File: src/rtl/decoder_pkg.sv
// rtl/decoder_pkg.sv - shared scan state, select width and mask width definitions
package decoder_pkg;

    localparam int N_DEFAULT = 3;

    typedef enum logic {
        IDLE = 1'b0,
        SCAN = 1'b1
    } scan_state_t;

    // Width of the select code driving the decoder input
    function automatic int sel_width(input int n);
        return n;
    endfunction

    // Number of decoder outputs, i.e. width of the channel enable mask
    function automatic int mask_width(input int n);
        return 1 << n;
    endfunction

endpackage

File: src/rtl/scan_next_sel.sv
// rtl/scan_next_sel.sv - rotating priority encoder: next enabled channel above a position
module scan_next_sel
    import decoder_pkg::*;
#(
    parameter  int N = N_DEFAULT,
    localparam int M = mask_width(N)
) (
    input  logic [N-1:0] cur,
    input  logic [M-1:0] mask,
    input  logic         from_start,
    output logic [N-1:0] nxt,
    output logic         wrap,
    output logic         found
);

    logic [N-1:0] base;
    logic [N-1:0] idx;

    // Search offsets 1..M above base; walking downward lets the nearest hit win.
    // A forced start uses base = all ones so offset 1 lands on index 0.
    always_comb begin
        base  = from_start ? '1 : cur;
        idx   = base;
        nxt   = base;
        found = 1'b0;
        for (int k = M; k >= 1; k--) begin
            idx = base + k[N-1:0];
            if (mask[idx]) begin
                nxt   = idx;
                found = 1'b1;
            end
        end
        wrap = found && (nxt <= base);
    end

endmodule

File: src/rtl/decoder_scan_ctrl.sv
// rtl/decoder_scan_ctrl.sv - channel scan sequencer feeding the one-hot decoder select
module decoder_scan_ctrl
    import decoder_pkg::*;
#(
    parameter  int N       = N_DEFAULT,
    parameter  int DWELL_W = 16,
    localparam int M       = mask_width(N)
) (
    input  logic               clk,
    input  logic               rst_n,
    input  logic               start,
    input  logic               stop,
    input  logic               mode,
    input  logic [DWELL_W-1:0] dwell,
    input  logic [M-1:0]       chan_en,
    output logic [N-1:0]       sel,
    output logic               sel_valid,
    output logic               advance,
    output logic               busy,
    output logic               done
);

    scan_state_t        state, state_d;
    logic [DWELL_W-1:0] cnt, cnt_d;
    logic               cap_mode, mode_d;
    logic [DWELL_W-1:0] cap_dwell, dwell_d;
    logic [M-1:0]       cap_mask, mask_d;
    logic [N-1:0]       sel_d;
    logic               sel_valid_d, advance_d, busy_d, done_d;

    logic [DWELL_W-1:0] dwell_eff;
    logic [M-1:0]       search_mask;
    logic [N-1:0]       nxt;
    logic               wrap, found;

    assign dwell_eff   = (dwell == '0) ? DWELL_W'(1) : dwell;
    assign search_mask = (state == IDLE) ? chan_en : cap_mask;

    scan_next_sel #(.N(N)) u_next (
        .cur        (sel),
        .mask       (search_mask),
        .from_start (state == IDLE),
        .nxt        (nxt),
        .wrap       (wrap),
        .found      (found)
    );

    // Next-state and next-output logic; pulses default low, everything else holds
    always_comb begin
        state_d     = state;
        cnt_d       = cnt;
        mode_d      = cap_mode;
        dwell_d     = cap_dwell;
        mask_d      = cap_mask;
        sel_d       = sel;
        sel_valid_d = sel_valid;
        busy_d      = busy;
        advance_d   = 1'b0;
        done_d      = 1'b0;
        case (state)
            IDLE: begin
                if (start) begin
                    if (found) begin
                        mode_d      = mode;
                        dwell_d     = dwell_eff;
                        mask_d      = chan_en;
                        sel_d       = nxt;
                        sel_valid_d = 1'b1;
                        busy_d      = 1'b1;
                        cnt_d       = dwell_eff;
                        advance_d   = (dwell_eff == DWELL_W'(1));
                        state_d     = SCAN;
                    end else begin
                        done_d = 1'b1;
                    end
                end
            end
            SCAN: begin
                if (stop) begin
                    state_d     = IDLE;
                    sel_valid_d = 1'b0;
                    busy_d      = 1'b0;
                    done_d      = 1'b1;
                    cnt_d       = '0;
                end else if (cnt == DWELL_W'(1)) begin
                    if (cap_mode && wrap) begin
                        state_d     = IDLE;
                        sel_valid_d = 1'b0;
                        busy_d      = 1'b0;
                        done_d      = 1'b1;
                        cnt_d       = '0;
                    end else begin
                        sel_d     = nxt;
                        cnt_d     = cap_dwell;
                        advance_d = (cap_dwell == DWELL_W'(1));
                    end
                end else begin
                    cnt_d     = cnt - DWELL_W'(1);
                    advance_d = (cnt == DWELL_W'(2));
                end
            end
            default: begin
                state_d = IDLE;
            end
        endcase
    end

    // State, captured configuration and registered outputs
    always_ff @(posedge clk or negedge rst_n) begin
        if (!rst_n) begin
            state     <= IDLE;
            cnt       <= '0;
            cap_mode  <= 1'b0;
            cap_dwell <= '0;
            cap_mask  <= '0;
            sel       <= '0;
            sel_valid <= 1'b0;
            advance   <= 1'b0;
            busy      <= 1'b0;
            done      <= 1'b0;
        end else begin
            state     <= state_d;
            cnt       <= cnt_d;
            cap_mode  <= mode_d;
            cap_dwell <= dwell_d;
            cap_mask  <= mask_d;
            sel       <= sel_d;
            sel_valid <= sel_valid_d;
            advance   <= advance_d;
            busy      <= busy_d;
            done      <= done_d;
        end
    end

endmodule

File: config.mk
export PLATFORM = sky130hd
export DESIGN_NAME = decoder_scan_ctrl
export DESIGN_NICKNAME = d
export VERILOG_FILES = /design/src/rtl/decoder_pkg.sv /design/src/rtl/scan_next_sel.sv /design/src/rtl/decoder_scan_ctrl.sv
export SDC_FILE = /design/constraint.sdc
export NUM_CORES = 1
export LEC_CHECK = 0
export ABC_AREA = 1
export BUFFER_PORTS_ARGS = -buffer_cell sky130_fd_sc_hd__buf_2
export CAP_MARGIN = 15
export CORE_MARGIN = 2
export CORE_UTILIZATION = 50
export DETAILED_ROUTE_END_ITERATION = 8
export PLACE_DENSITY_LB_ADDON = 0.25
export SLEW_MARGIN = 10
export SYNTH_ARGS = -nofsm -noshare
export SYNTH_HDL_FRONTEND = slang
export SYNTH_SLANG_ARGS = --single-unit
File: constraint.sdc
create_clock -name clk -period 2.78 [get_ports clk]
set_clock_uncertainty 0.1 [all_clocks]
set_input_delay 0.139 -clock clk [delete_from_list [all_inputs] [get_ports clk]]
set_output_delay 0.139 -clock clk [all_outputs]
set_load 0.02 [all_outputs]
Word level (Yosys, flattened, before mapping)
Cells that the tools add are included.
W data, S select, Z words.

word-level totals
  register bits after elaboration = 48
  input port bits = 29
  output and inout port bits = 7
  word-level logic and storage cells = 115

cells by class
  add/sub/neg operators = 8
  $lt $le $gt $ge = 9
  equal/unequal tests = 11
  multiplexer cells = 70
  bitwise operators = 1
  reductions and logical operators = 7

operator list
  cell                     count
  $mux W16                 6
  $eq A16 B1 Y1 const B    3
  $mux W3                  13
  $mux W1                  36
  $lt A3 B4 Y1 const B     8
  $pmux W16 S2             1
  $bmux W1 S3              8
  $eq A16 B2 Y1 const B    1
  $logic_not A16 Y1        1
  $sub A16 B1 Y16 const B  1
  $add A3 B3 Y3 const B    4
  $mux W8                  1
  $ne A2 B2 Y1 const B     4
  $pmux W1 S2              4
  $add A3 B2 Y3 const B    2
  $ne A3 B2 Y1 const B     2
  $pmux W3 S2              1
  $reduce_and A5 Y1        1
  $reduce_and A4 Y1        1
  $add A3 B1 Y3 const B    1
  $le A3 B3 Y1             1
  $reduce_and A3 Y1        1
  $logic_and A1 B1 Y1      2
  $ne A2 B1 Y1 const B     1
  other kinds (2)          2

Logic depth before layout (Yosys ltp)
  word-level depth = 18
  depth in mapped cells = 27
  mapped depth without buffers = 26

Modules after synthesis
From an unflattened synthesis, not the netlist that was laid out.

unflattened totals
  cell total of the unflattened synthesis = 588
  area, all modules = 3761.1 um^2

modules (own cells, without submodules)
  module             times used  cells each  area an instance (um^2)  sequential area each (um^2)
  decoder_scan_ctrl  1           435         3021.6                   1201.2
  scan_next_sel      1           153         739.5                    0.0

Least setup slack after synthesis
No wires, ideal clock.

  kind = register -> register
  from = register sel[1]
  to = register advance
  setup time = 0.125 ns
  data arrival time = 2.928 ns
  data required time = 2.555 ns
  slack = -0.373 ns
  stages on the path, launching flop included = 23
  buffers on the path = 2
  clock period less this slack = 3.153 ns
  cells stage by stage = dfrtp_1 -> inv_1 -> nand2_2 -> buf_6 -> ha_1 -> inv_1 -> nand3_1 -> nand2_1 -> nand2_1 -> nand2_2 -> a21oi_1 -> nor2_1 -> nor2_1 -> o21bai_1 -> xor2_1 -> inv_1 -> ha_1 -> nand4_1 -> nand2_2 -> nand3_4 -> buf_12 -> nand2_1 -> o31ai_1

between the ends
  longest elaborated chain between the ends = 18
  elaborated cells between the ends (all ways) = 48
  classes of those cells = add/sub: 7; order compare: 1; mux: 38; reduce/logical: 2

RTL lines
  what                           RTL line                  RTL
  start: declaration             decoder_scan_ctrl.sv:16   output logic [N-1:0] sel,
  start signal: assignment       decoder_scan_ctrl.sv:127  sel <= sel_d;
  $mux W3 (*)                    scan_next_sel.sv:22       base = from_start ? '1 : cur;
  $add A3 B3 Y3                  scan_next_sel.sv:27       idx = base + k[N-1:0];
  $bmux W1 S3                    scan_next_sel.sv:28       if (mask[idx]) begin
  $mux W1 (implied by the code)  scan_next_sel.sv:28
  $mux W3 (7 in series)          scan_next_sel.sv:28
  $le A3 B3 Y1                   scan_next_sel.sv:33       wrap = found && (nxt <= base);
  $logic_and A1 B1 Y1            scan_next_sel.sv:33
  $logic_and A1 B1 Y1            decoder_scan_ctrl.sv:86   if (cap_mode && wrap) begin
  $mux W1                        decoder_scan_ctrl.sv:86
  $mux W1                        decoder_scan_ctrl.sv:85   end else if (cnt == DWELL_W'(1)) begin
  $mux W1                        decoder_scan_ctrl.sv:79   if (stop) begin
  $pmux W1 S2 (*)                decoder_scan_ctrl.sv:60   case (state)
  net advance_d                  decoder_scan_ctrl.sv:29   logic sel_valid_d, advance_d, busy_d, done_d;
  end signal: assignment         decoder_scan_ctrl.sv:129  advance <= advance_d;
  end: declaration               decoder_scan_ctrl.sv:18   output logic advance,

The timed path passes the listed nets; every way through them passes the cells marked *. The select of a mux whose other input is x is not followed.
A chain may end at the register's enable or synchronous reset.

Worst setup path in the final report
  from = register state
  to = register cnt[13]

between the ends
  longest elaborated chain between the ends = 18
  elaborated cells between the ends (all ways) = 51
  classes of those cells = add/sub: 7; order compare: 1; eq/ne: 2; mux: 37; bitwise: 1; reduce/logical: 3

RTL lines
  what                           RTL line                  RTL
  start: declaration             decoder_scan_ctrl.sv:23   scan_state_t state, state_d;
  start signal: assignment       decoder_scan_ctrl.sv:122  state <= state_d;
  $mux W3                        scan_next_sel.sv:22
  $add A3 B3 Y3                  scan_next_sel.sv:27
  $bmux W1 S3                    scan_next_sel.sv:28
  $mux W1 (implied by the code)  scan_next_sel.sv:28
  $mux W3 (7 in series)          scan_next_sel.sv:28
  $le A3 B3 Y1                   scan_next_sel.sv:33
  $logic_and A1 B1 Y1            scan_next_sel.sv:33
  $logic_and A1 B1 Y1            decoder_scan_ctrl.sv:86
  $mux W16                       decoder_scan_ctrl.sv:86
  $mux W16                       decoder_scan_ctrl.sv:85
  $mux W16                       decoder_scan_ctrl.sv:79
  $pmux W16 S2                   decoder_scan_ctrl.sv:60
  end signal: assignment         decoder_scan_ctrl.sv:123  cnt <= cnt_d;
  end: declaration               decoder_scan_ctrl.sv:24   logic [DWELL_W-1:0] cnt, cnt_d;

Several ways; a longest one is shown, not always the timed one. The select of a mux whose other input is x is not followed.

==> flow_summary.rst <==
.. list-table::
   :header-rows: 1

   * - Metric
     - Value
   * - Via count
     - slightly above 4k
   * - Worst hold-check path type
     - in -> reg
   * - Buffer cell driving the clock tree root
     - sky130_fd_sc_hd__clkbuf_8
   * - Number of flops mapped to enable cells by yosys
     - 0
   * - Area of the core
     - between 6000 and 7000 sq um
   * - Clock Path Buffers
     - 2
   * - Number of search-and-repair iterations in the first detailed-routing pass
     - 5
   * - Cts bufs inserted
     - 5
   * - Least-Margin Pin Slew
     - ~550 ps
   * - Tot GR Track Use
     - between 20% and 30%
   * - Type of the setup path with the least slack
     - reg -> reg
   * - Shortest period the worst path allows
     - roughly 3300 ps
   * - Final setup violating endpoints
     - 38
   * - Hold Vio Cnt, Final
     - 0
   * - Post-detailed-route via-to-cell ratio
     - ~5.6
   * - Mean routed wirelength per cell
     - about 16 microns
   * - Post-route clock period utilization
     - 118%
   * - Relative slew margins
     - between 60% and 70%
   * - Netlist cell types
     - just over 40
   * - Pin count of the biggest net entering global routing
     - 32
   * - Worst setup timing slack at the placement stage
     - -391 ps
   * - P per Cell Area
     - ~1200 nW/um^2
   * - Die footprint
     - ~7700 sq um
   * - Run status
     - finished, violations left
   * - Final standard cell area without fillers
     - around 5100 sq um
   * - Worst vdd ir
     - slightly above 0.6 mV
   * - Placed standard-cell area
     - 4270 sq um
   * - Count of boundary I/O pins
     - 36
   * - Height of the die
     - between 80 and 90 microns
   * - Element type at the critical path start
     - flip-flop
   * - Post-synthesis sequential element count
     - 48
   * - Highest fanout seen on the critical path
     - 7
   * - Number of slew-limit violations in the final report
     - 0
   * - Violation count after the first detailed-routing iteration
     - around 450
   * - Number of levels the H-tree was split into
     - 2
   * - Antenna violations before repair
     - 0
   * - R2R depth
     - 23
   * - Dominant synthesized flop cell
     - sky130_fd_sc_hd__dfrtp_1
   * - Effective utilization at floorplan
     - 51.5%
   * - Mapped Avg Cell Area
     - between 6 and 7 sq um
   * - Fraction of final layout cells with drive strength greater than 1
     - about two fifths
   * - Total inserted antenna cells
     - 0
   * - Unrepaired setup endpoints after global routing
     - true
   * - Smallest setup slack after layout
     - -504 ps
   * - Worst hold margin
     - about 4.4 ps
   * - Die Width
     - 87.7 microns
   * - Relative area change from synthesis to final layout
     - 45.4%
   * - Worst Hold Path Cells
     - 3
   * - Gpl congestion
     - around 0.89
   * - Crit path DAT
     - 3360 ps
   * - Highest clock rate
     - between 0.3 and 0.4 GHz
   * - First-pass GRT wire length
     - 17.9 mm
   * - Clock tree sinks
     - 48
   * - Count of yosys warnings during synthesis
     - 0
   * - Failing checks
     - negative setup slack
   * - # DRC
     - 0
   * - Half-perimeter wire length after detailed placement
     - about 7.5 mm
   * - Global-route congestion overflow total
     - 0
   * - Number of maximum-capacitance violations
     - 0
   * - Final routed wirelength across all metal layers
     - ~12 mm
   * - Number of nets in the final layout
     - approximately 670
   * - Clock transition time at the flip-flop clock pins of the worst setup and hold paths
     - roughly 90 ps
   * - Number of I/O port buffers
     - 35
   * - Clock latency on the worst-skew pair
     - slightly above 300 ps
   * - Number of global-route vias before repair
     - about 3.8k
   * - Row count
     - 30
   * - CTS tree
     - built
   * - Count of mapped cells out of synthesis
     - ~510
   * - Number of nets in the synthesized netlist
     - 540
   * - Sequential share of the synthesized area
     - roughly 34%
   * - Req. time, crit path
     - around 2900 ps
   * - Proportion of synthesized flip-flops having asynchronous set or reset
     - between 90% and 100%
   * - Element type at the critical path end
     - flip-flop
   * - Cell area after synthesis
     - between 3000 and 4000 sq um
   * - Antenna-violating nets left
     - 0
   * - Leakage
     - between 2 and 2.5 nW
-- area by class of cell --
type / count / area, sq um
Inverter: 58 / 240
Tap cell: 96 / 120
Clock buffer: 5 / 68.8
Multi-Input combinational cell: 383 / 2290
Clock inverter: 2 / 12.5
Sequential cell: 48 / 1200
Fill cell: 481 / 1700
Timing Repair Buffer: 137 / 1150
-- critical path, cell delays in order, from the launching register on --
cell,delay [ps]
sky130_fd_sc_hd__dfrtp_2,430
sky130_fd_sc_hd__buf_12,170
sky130_fd_sc_hd__inv_12,50
sky130_fd_sc_hd__nor2_4,250
sky130_fd_sc_hd__nand2_4,100
sky130_fd_sc_hd__nand2_4,120
sky130_fd_sc_hd__inv_4,50
sky130_fd_sc_hd__nand2_2,50
sky130_fd_sc_hd__nand2_2,60
sky130_fd_sc_hd__nand2_2,80
sky130_fd_sc_hd__nand2_2,60
sky130_fd_sc_hd__a21oi_2,120
sky130_fd_sc_hd__nor2_1,60
sky130_fd_sc_hd__nor2_1,100
sky130_fd_sc_hd__o21bai_1,100
sky130_fd_sc_hd__xor2_1,220
sky130_fd_sc_hd__inv_1,100
sky130_fd_sc_hd__ha_4,260
sky130_fd_sc_hd__nand4_1,80
sky130_fd_sc_hd__nand2_2,130
sky130_fd_sc_hd__nand3_4,120
sky130_fd_sc_hd__buf_12,200
sky130_fd_sc_hd__nand2_4,50
sky130_fd_sc_hd__a21oi_2,50
-- synthesized netlist by cell type (3+ instances only) --
| cell type | instances | share of area [%] |
|---|---|---|
| sky130_fd_sc_hd__a21oi_1 | 25 | 3.6 |
| sky130_fd_sc_hd__nand2_1 | 129 | 14 |
| sky130_fd_sc_hd__ha_1 | 6 | 2.1 |
| sky130_fd_sc_hd__xor2_1 | 5 | 1.3 |
| sky130_fd_sc_hd__inv_2 | 5 | 0.54 |
| sky130_fd_sc_hd__or2_2 | 3 | 0.54 |
| sky130_fd_sc_hd__o21ai_0 | 44 | 6.3 |
| sky130_fd_sc_hd__a31oi_1 | 3 | 0.54 |
| sky130_fd_sc_hd__o21ai_1 | 6 | 0.86 |
| sky130_fd_sc_hd__nor4_1 | 9 | 1.6 |
| sky130_fd_sc_hd__dfrtp_1 | 48 | 34 |
| sky130_fd_sc_hd__clkbuf_1 | 9 | 0.96 |
| sky130_fd_sc_hd__a21oi_2 | 10 | 2.5 |
| sky130_fd_sc_hd__xnor2_1 | 5 | 1.3 |
| sky130_fd_sc_hd__nor2_1 | 42 | 4.5 |
| sky130_fd_sc_hd__o31ai_1 | 3 | 0.64 |
| sky130_fd_sc_hd__nor3_1 | 3 | 0.43 |
| sky130_fd_sc_hd__buf_6 | 3 | 0.96 |
| sky130_fd_sc_hd__inv_1 | 51 | 5.5 |
| sky130_fd_sc_hd__nand3_1 | 40 | 5.7 |
| sky130_fd_sc_hd__nand2_2 | 22 | 3.9 |
| sky130_fd_sc_hd__nand4_1 | 9 | 1.6 |
-- where the power goes --
part | leakage [nW] | total [mW] | switching [mW] | internal [mW]
Clock | 0.0400 | 0.406 | 0.235 | 0.171
Sequential | 0.588 | 1.28 | 0.311 | 0.974
Combinational | 1.85 | 4.54 | 2.36 | 2.18
-- logic make-up after synthesis --
kind of cell | synth area share [%]
compound gates | 16.2
xor+xnor | 2.50
flops | 34.3
mux | 0.286
buf+inv | 9.43
simple gates | 35.2
fa+ha+maj | 2.14
-- registers in the layout, indices dropped and copies added, names as in the netlist, 3 cells and up --
name       flops
cap_mask       8
cnt           16
sel            3
cap_dwell     16
-- final timing paths --
check | start | to | slack [ps]
worst max-delay path | state | cnt[13] | -500
worst min-delay path | start | done | 4
worst max register to register | state | cnt[13] | -500
worst min register to register | cap_dwell[14] | cap_dwell[14] | 420
max in group asynchronous | rst_n | state | 1580
min in group asynchronous | rst_n | cap_dwell[9] | 230
-- timing repair --
action	4_1_cts	5_1_grt
cloned	4	1
hold buffers	14	0
setup buffers	14	13
setup endpoints to repair	48	48
resized for setup	29	53
pin swaps	11	30
endpoints found under the hold margin	30	0
-- cells in the final DEF (no fill, tap or decap), drive strengths merged --
master / instances
o211ai: 2
o31ai: 3
o21bai: 2
buf: 121
nor3: 3
nand4: 9
dfrtp: 48
o21ai: 50
bufbuf: 1
or2: 3
mux2i: 1
nor4: 9
nand2: 153
a31oi: 3
a211oi: 2
dlygate4sd3: 14
a21oi: 35
nand3: 44
o2111ai: 1
inv: 57
clkinvlp: 1
or4: 1
xnor2: 5
clkbuf: 6
clkinv: 2
ha: 6
xor2: 5
o221ai: 1
nor2: 45
-- per-stage QoR --
stage / power [mW] / setup TNS (ps) / cells / util [%]
after CTS: 5.57 / -7740 / 716 / 70.6
after global routing: 6.68 / -19870 / 729 / 75.0
after floorplan: 3.34 / -2210 / 505 / -
after detailed placement: 4.71 / -9250 / 677 / 62.9
final: 6.23 / -12120 / 729 / 75.0
after global placement: 4.64 / -5290 / 677 / 62.9
-- routing by layer --
metal | vias to the layer above | global-route usage [%] | wire length [microns]
met5 | - | 0 | 0
met1 | 1936 | 38.8 | 4690
met3 | 55 | 3.49 | 767
met2 | 196 | 50.3 | 5660
li1 | 1925 | - | -
met4 | 0 | 10.5 | 495
Power figures use the tool's default switching activity.
